File: src/rtl/reg_file_pkg.sv
// Shared definitions for the register file and the control unit that feeds it:
// register-index constants, datapath widths, the stack-pointer reset value and
// the write-register selection mux encodings.
package reg_file_pkg;

    localparam int REG_ADDR_W = 5;
    localparam int DATA_W     = 32;

    // Architectural register indices with fixed roles.
    localparam logic [REG_ADDR_W-1:0] ZERO = 5'd0;
    localparam logic [REG_ADDR_W-1:0] SP   = 5'd29;
    localparam logic [REG_ADDR_W-1:0] RA   = 5'd31;

    localparam int unsigned SP_RESET_DEFAULT = 227;

    // Destination-register selection used by the control unit's write mux.
    typedef enum logic [1:0] {
        WSEL_RT = 2'd0,  // I-type: destination from the rt field
        WSEL_RD = 2'd1,  // R-type: destination from the rd field
        WSEL_RA = 2'd2   // jump-and-link: destination is the return address
    } wr_sel_e;

    // Reference implementation of the write-register mux shared with the control unit.
    function automatic logic [REG_ADDR_W-1:0] sel_write_reg(
        input wr_sel_e               sel,
        input logic [REG_ADDR_W-1:0] rt,
        input logic [REG_ADDR_W-1:0] rd
    );
        logic [REG_ADDR_W-1:0] dst;
        dst = rt;
        case (sel)
            WSEL_RT: dst = rt;
            WSEL_RD: dst = rd;
            WSEL_RA: dst = RA;
            default: dst = rt;
        endcase
        return dst;
    endfunction

endpackage

File: src/rtl/reg_file_rdport.sv
// One combinational read port: forces register 0 to read as zero and, when
// built with REGFILE_BYPASS_EN, forwards same-cycle write data to the reader.
module reg_file_rdport
    import reg_file_pkg::*;
(
`ifdef REGFILE_BYPASS_EN
    input  logic                  reset,
    input  logic                  wr_en,
    input  logic [REG_ADDR_W-1:0] wr_addr,
    input  logic [DATA_W-1:0]     wr_data,
`endif
    input  logic [REG_ADDR_W-1:0] rd_addr,
    input  logic [DATA_W-1:0]     stored,
    output logic [DATA_W-1:0]     rd_data
);

    // Select between hard-wired zero, forwarded write data and stored contents.
    always_comb begin
        rd_data = stored;
`ifdef REGFILE_BYPASS_EN
        // Forwarding is skipped during reset because that write will be dropped.
        if (!reset && wr_en && (wr_addr != ZERO) && (wr_addr == rd_addr))
            rd_data = wr_data;
`endif
        if (rd_addr == ZERO)
            rd_data = '0;
    end

endmodule

File: src/rtl/reg_file.sv
// Register file with two asynchronous read ports, one synchronous write port,
// synchronous active-high reset (register 29 resets to SP_RESET) and write
// tracking outputs. Optional macro: REGFILE_BYPASS_EN enables write-through
// forwarding on both read ports.
module reg_file
    import reg_file_pkg::*;
#(
    parameter int          NREGS    = 32,
    parameter int unsigned SP_RESET = SP_RESET_DEFAULT
) (
    input  logic                  clk,
    input  logic                  reset,
    input  logic                  reg_write,
    input  logic [REG_ADDR_W-1:0] write_reg,
    input  logic [DATA_W-1:0]     write_data,
    input  logic [REG_ADDR_W-1:0] read_reg1,
    input  logic [REG_ADDR_W-1:0] read_reg2,
    output logic [DATA_W-1:0]     read_data1,
    output logic [DATA_W-1:0]     read_data2,
    output logic [REG_ADDR_W-1:0] last_wr_addr,
    output logic                  last_wr_valid,
    output logic [15:0]           wr_count
);

    logic [DATA_W-1:0] regs [NREGS];
    logic              commit;

    // A write only takes effect when enabled and not aimed at the zero register.
    assign commit = reg_write && (write_reg != ZERO);

    // Register array update; reset clears everything except the stack pointer.
    // NOTE: this array is reset explicitly because the architecture defines every
    // register's value after reset; that forces flops rather than a RAM macro.
    always_ff @(posedge clk) begin
        if (reset) begin
            for (int i = 0; i < NREGS; i++)
                regs[i] <= (i == int'(SP)) ? DATA_W'(SP_RESET) : '0;
        end else if (commit) begin
            // NOTE: non-blocking assignments keep every flop sampling pre-edge values.
            regs[write_reg] <= write_data;
        end
    end

    // Write-tracking outputs: last address, one-cycle valid pulse, wrapping count.
    always_ff @(posedge clk) begin
        if (reset) begin
            last_wr_addr  <= ZERO;
            last_wr_valid <= 1'b0;
            wr_count      <= '0;
        end else begin
            last_wr_valid <= commit;
            if (commit) begin
                last_wr_addr <= write_reg;
                wr_count     <= wr_count + 16'd1;
            end
        end
    end

    reg_file_rdport u_rdport_a (
`ifdef REGFILE_BYPASS_EN
        .reset   (reset),
        .wr_en   (reg_write),
        .wr_addr (write_reg),
        .wr_data (write_data),
`endif
        .rd_addr (read_reg1),
        .stored  (regs[read_reg1]),
        .rd_data (read_data1)
    );

    reg_file_rdport u_rdport_b (
`ifdef REGFILE_BYPASS_EN
        .reset   (reset),
        .wr_en   (reg_write),
        .wr_addr (write_reg),
        .wr_data (write_data),
`endif
        .rd_addr (read_reg2),
        .stored  (regs[read_reg2]),
        .rd_data (read_data2)
    );

endmodule

File: config.mk
export PLATFORM = sky130hd
export DESIGN_NAME = reg_file
export DESIGN_NICKNAME = d
export VERILOG_FILES = /design/src/rtl/reg_file_pkg.sv /design/src/rtl/reg_file_rdport.sv /design/src/rtl/reg_file.sv
export SDC_FILE = /design/constraint.sdc
export NUM_CORES = 2
export LEC_CHECK = 0
export CORE_MARGIN = 2
export CORE_UTILIZATION = 40
export CTS_BUF_LIST = sky130_fd_sc_hd__clkbuf_4 sky130_fd_sc_hd__clkbuf_8
export CTS_CLUSTER_DIAMETER = 40
export DETAILED_ROUTE_END_ITERATION = 16
export SYNTH_ARGS = -nofsm -noshare
export SYNTH_HDL_FRONTEND = slang
export SYNTH_HIERARCHICAL = 1
export SYNTH_SLANG_ARGS = --single-unit
File: constraint.sdc
create_clock -name clk -period 8.8 [get_ports clk]
set_input_delay 2.64 -clock clk [delete_from_list [all_inputs] [get_ports clk]]
set_output_delay 2.64 -clock clk [all_outputs]
set_load 0.01 [all_outputs]
==> Word level (Yosys, flattened, before mapping) <==
Memories as Yosys holds them, arrays and structs flattened.
Index checks and enable logic that the tools add are counted.
{ "totals": {"register_bits": 22, "ram_bits": 1024, "elab_cells": 20, "n_memories": 1, "input_bits": 50, "output_inout_bits": 86} }
{ "classes": {"mux": 10, "n_reduce_logical": 5, "n_addsub": 1} }
{ "memory_table": {"columns": ["memory", "words", "word_bits", "rd", "rd_ports_with_merged_regs", "wr", "line_no", "rtl"], "rows": [
  ["regs", 32, 32, 2, 0, 32, "reg_file.sv:25", "logic [DATA_W-1:0] regs [NREGS];"]
]} }
{ "ops": {"columns": ["op", "count"], "rows": [
  ["$mux W32", 3],
  ["$reduce_or A32 Y1", 1],
  ["$add A16 B1 Y16 const B", 1],
  ["$logic_not A5 Y1", 2],
  ["$mux W1", 6],
  ["$mux W5", 1],
  ["$reduce_bool A5 Y1", 1],
  ["$logic_and A1 B1 Y1", 1]
]} }

==> Logic depth before layout (Yosys ltp) <==
{ "depth": {"word_depth": 7, "ltp_mapped": 9, "depth_no_buf": 6} }

==> Modules after synthesis <==
Netlist, hierarchy kept.
{ "modules_own_cells": {"columns": ["module", "area_per_inst_um2", "cells_per_inst", "n_inst", "seq_area_each_um2"], "rows": [
  ["reg_file", 56763.2, 4706, 1, 31189.9],
  ["reg_file_rdport", 321.6, 40, 2, 0.0]
]} }

==> Least setup slack after synthesis <==
No wires, ideal clock.
{ "synth_timing": {"path_type": "input to output", "from": "input read_reg2[1]", "to": "output read_data2[31]", "slack_ns": 2.146, "t_required_ns": 6.160, "n_path_buf": 4, "t_arrival_ns": 4.014, "path_stages": 9, "cell_sequence": "buf_2 buf_4 buf_4 buf_4 mux2i_1 a21oi_1 nand3_1 nand3_1 a21boi_0"} }
{ "synth_between": {"elab_chain_cells": 2, "word_cells_on_any_way": 3, "classes_between": "mux: 1; reduce/logical: 1; memory: 1"} }
{ "synth_rtl": {"columns": ["element", "line_no", "rtl"], "rows": [
  ["from (decl)", "reg_file.sv:17", "input logic [REG_ADDR_W-1:0] read_reg2,"],
  ["$mem_v2 Z32 W32 or $logic_not A5 Y1 (tied branches)", null, null],
  ["$mux W32 *", "reg_file_rdport.sv:25", "if (rd_addr == ZERO)"],
  ["to (decl)", "reg_file.sv:19", "output logic [DATA_W-1:0] read_data2,"]
]} }
Every way passes the cells marked *; elsewhere a longest branch is shown, timed or not.

==> Worst setup path in the final report <==
{ "layout_timing": {"from": "input read_reg1[0]", "to": "output read_data1[27]"} }
{ "layout_between": {"elab_chain_cells": 2, "word_cells_on_any_way": 3, "classes_between": "mux: 1; reduce/logical: 1; memory: 1"} }
{ "layout_rtl": {"columns": ["element", "line_no", "rtl"], "rows": [
  ["from (decl)", "reg_file.sv:16", "input logic [REG_ADDR_W-1:0] read_reg1,"],
  ["$mem_v2 Z32 W32 or $logic_not A5 Y1 (tied branches)", null, null],
  ["$mux W32 *", "reg_file_rdport.sv:25", null],
  ["to (decl)", "reg_file.sv:18", "output logic [DATA_W-1:0] read_data1,"]
]} }
Marked as above.

==> results by group <==
Run status
  – Outcome: finished, final reports clean

Yosys
  – Mapped Avg Cell Area: between 10 and 15 µm²
  – Most frequently used flop master after synthesis: sky130_fd_sc_hd__edfxtp_1
  – Cell count after synthesis: roughly 4800
  – Netlist Area Pre-Place: approximately 57000 µm²
  – Yosys warnings: 6
  – Share of the yosys chip area belonging to registers: a little over half
  – Cell type with the largest total area after synthesis: sky130_fd_sc_hd__edfxtp_1
  – Top cells by instance count after synthesis: sky130_fd_sc_hd__mux2i_1, sky130_fd_sc_hd__edfxtp_1, sky130_fd_sc_hd__and2_1
  – Async set or reset register ratio after synthesis: 0%
  – Dominant cell by count in the synthesized netlist: sky130_fd_sc_hd__mux2i_1
  – Synth top area share: a little over half
  – Cell types occupying the most area after synthesis: sky130_fd_sc_hd__edfxtp_1, sky130_fd_sc_hd__mux2i_1, sky130_fd_sc_hd__and2_1
  – Number of synthesized register bits: between 1000 and 1500
  – Number of distinct library cell variants in the gate-level netlist after synthesis: 45
  – Post-synth EDFFs: between 1000 and 1500

Placement
  – Routability Congestion: approximately 0.9
  – Port Buffers: between 100 and 150
  – Post-DP HPWL: approximately 130 mm

Drt
  – Number of DRC markers in iteration 0: between 5000 and 6000
  – Via count: a little over 40000
  – Routed WL: 206 mm
  – DRT antenna net count: 0
  – Detailed-route wire length per cell: about 30 µm
  – First-pass iteration count of the detailed router: 6
  – Per-cell via count in the routed design: ~6
  – DR DRC count: 0

Critical path
  – Cell type of the slowest stage on the worst timing path: sky130_fd_sc_hd__clkdlybuf4s50_1
  – Class of the most critical setup path: in2out
  – Critical path fanouts, max: 20
  – CP delay by family, top: buffers and inverters
  – Number of cells on the worst reg-to-reg path: 6
  – Type of element capturing the critical path: primary output
  – Number of buffers and inverters on the critical path: 4
  – Endpoint of the lowest-slack register-to-register path: wr_count[6]
  – Arrival time of data at the critical path endpoint: 6100 ps
  – Startpoint kind of the worst setup timing path: primary input
  – Startpoint of the worst-slack reg-to-reg timing path: wr_count[0]
  – CP max stage delay: ~650 ps
  – Ordered list of cells on the worst path: clkdlybuf4s50_1, and2_4, buf_4, a22o_1, nor3_1, a31oi_1, nand3_1, a21boi_1, buf_4, clkdlybuf4s50_1
  – Critical path endpoint: read_data1[27]
  – Worst R2R Setup Slack: 7200 ps
  – Critical path launch point: read_reg1[0]
  – WP depth: 10
  – Data required time at the worst endpoint: 6160 ps

Timing
  – Peak clock frequency supported by timing: between 100 and 150 MHz
  – Worst-case hold slack: about 470 ps
  – Final cycle utilization of the critical path: between 90% and 100%
  – RSZ-0062 raised after global routing: false
  – Minimum clock period after layout: between 8000 and 9000 ps
  – Worst slew margin: a little under an eighth
  – Slew Viols, Final: 0
  – Fin Clk Skew: 6.28 ps
  – Final hold violation count: 0
  – Transition at the pin with the smallest max-transition slack: approximately 1300 ps
  – Final setup vio count: 0
  – Total negative slack for setup checks: 0 ps

Floorplan
  – Die X-Extent: 383 µm
  – Die footprint: 147000 µm²
  – Core box area: 143000 µm²
  – Boundary pin count: ~140
  – Die boundary height: 383 µm
  – Rows: ~140
  – Initial standard-cell utilization of the core: between 40% and 50%

Power and ir drop
  – Maximum vdd drop: between 0.0001 and 0.00015 V
  – Static Leak: 0.0256 µW
  – Clock power frac: around two fifths
  – Internal power contribution: ~9000 µW
  – Combinational Power Share: around an eighth
  – Power per Cell Area: between 150 and 200 nW/µm²
  – Power dissipated by switching net loads: approximately 3300 µW
  – Switching part of the total: a little over a quarter
  – Relative contribution of sequential cells to total power: 47.8%

Global routing
  – Wire length of the first global-routing pass: roughly 300 mm
  – GR Util met3: 5.94%
  – Via count of the first global-routing pass: between 40000 and 50000
  – Met2 global-route usage: a little over two fifths
  – Busiest metal layer after global routing: met2
  – Met1 track demand over resource: between 30% and 40%
  – Initial antenna violation count: 24
  – GRT Total Usage: approximately 28%
  – Remaining global-route overflow: 0
  – Largest net degree at the start of global routing: 92

CTS
  – Quantity of hold-fixing buffers added after cts: 0
  – Clock tree buffer depth: 3
  – CTS tree: done
  – H-Tree Depth: 4
  – Number of buffers added for setup after CTS: 0
  – Clock insertion delay at the later pin of the skew report: about 900 ps
  – Number of buffers inserted during clock tree synthesis: 188
  – Clock Sink Count: 1046
  – CTS root buffer: sky130_fd_sc_hd__clkbuf_8
  – Post-cts repair resize count: 0
  – Clock-pin slew reported for the worst setup and hold paths after clock tree synthesis: 60 ps

Job
  – Max cap viols: 0

Hold path
  – Class of the tightest hold or removal check: reg2reg

Layout
  – Total number of nets in the final design: between 4000 and 5000
  – Number of filler instances in the final layout: roughly 13000
  – Syn-to-layout area delta: 14.1%
  – Layout cells sized above 1: ~13%
placed cells by master (no fill, tap or decap), types with 14 or more instances in the layout:
master,instances
sky130_fd_sc_hd__clkinv_2,16
sky130_fd_sc_hd__buf_4,182
sky130_fd_sc_hd__a21boi_1,54
sky130_fd_sc_hd__clkinv_1,33
sky130_fd_sc_hd__buf_12,50
sky130_fd_sc_hd__a21oi_1,195
sky130_fd_sc_hd__nor3_1,66
sky130_fd_sc_hd__clkbuf_4,58
sky130_fd_sc_hd__conb_1,32
sky130_fd_sc_hd__and2_1,955
sky130_fd_sc_hd__nand3_1,201
sky130_fd_sc_hd__mux2i_1,1025
sky130_fd_sc_hd__nand2_1,200
sky130_fd_sc_hd__clkbuf_8,197
sky130_fd_sc_hd__nor2_1,25
sky130_fd_sc_hd__edfxtp_1,1024
sky130_fd_sc_hd__a22oi_1,196
sky130_fd_sc_hd__and2_2,32
sky130_fd_sc_hd__dfxtp_1,22
sky130_fd_sc_hd__or2_2,33
sky130_fd_sc_hd__nor2_4,14
sky130_fd_sc_hd__a31oi_1,64
sky130_fd_sc_hd__a22o_1,128
sky130_fd_sc_hd__clkdlybuf4s50_1,132
state kept, by name (all words and copies together), names as in the netlist:
register and count:
last_wr_addr 5, last_wr_valid 1, regs 1024, wr_count 16
worst reg2reg max path: cells and delay by family (launching register included):
kind / cells / cell delay [ps]
DFF: 1 / 400
AOI/OAI and AO/OA: 1 / 410
xor gates and xnor gates: 1 / 160
adders and majority gates: 1 / 190
and+or+nand+nor: 3 / 300
layout make-up:
| cell class | count | area [µm²] | area share (%) |
|---|---|---|---|
| inverters | 3 | 11.3 | 0.0172 |
| flip-flops and latches | 1046 | 31200 | 47.6 |
| well taps | 1903 | 2380 | 3.63 |
| clock inverters | 75 | 678 | 1.04 |
| multi-input cells | 3303 | 24400 | 37.2 |
| clock buffers | 255 | 3150 | 4.80 |
| diodes | 10 | 25.0 | 0.0382 |
| repair buffers | 366 | 3720 | 5.68 |
cells by family (layout without fill, tap and decap cells):
logic type,count (synthesis),after routing,synth area share [%]
AO/OA/AOI/OAI,648,648,7.83
XOR/XNOR,15,15,0.229
adder cells (fa/ha/maj),1,1,0.0218
buffers and inverters,468,699,3.77
flip-flops,1046,1046,54.3
multiplexers,1025,1025,17.9
other,1,42,0.00653
AND/OR/NAND/NOR,1582,1582,15.9
power by group through the flow:
stage	Sequential [µW]	Clock [µW]	Combinational (µW)
after floorplan	5940	0	903
after global placement	5960	0	1610
after detailed placement	5980	0	1610
after CTS	5880	4850	1620
after global routing	5910	5050	1700
final	5880	4800	1640
per-layer routing:
| layer | routed length [µm] | part of all wire (%) |
|---|---|---|
| met1 | 85800 | 42 |
| met4 | 8590 | 4.2 |
| met5 | 78 | 0.038 |
| met2 | 92600 | 45 |
| met3 | 19400 | 9.4 |
worst min-delay path by stage:
stage / from / endpoint / slack [ps] / cells after the start
after CTS: last_wr_addr[4] / last_wr_addr[4] / 480 / 2
after global placement: last_wr_addr[4] / last_wr_addr[4] / 450 / 2
after detailed placement: last_wr_addr[4] / last_wr_addr[4] / 470 / 2
after floorplan: last_wr_addr[4] / last_wr_addr[4] / 480 / 2
after global routing: last_wr_addr[4] / last_wr_addr[4] / 510 / 2
final: last_wr_addr[4] / last_wr_addr[4] / 470 / 2
stage by stage:
stage          power, µW  utilization, %  setup WS, ps  instance area (µm²)  cells
2_1_floorplan       6840               -          2150                57500   4817
3_3_place_gp        7570            43.1           141                61700   6621
3_5_place_dp        7590            43.1           184                61700   6621
4_1_cts            12300            45.8           167                65500   6951
5_1_grt            12700            45.8           108                65500   6952
6_report           12300            45.8          57.6                65500   6961
Power figures use the tool's default switching activity.
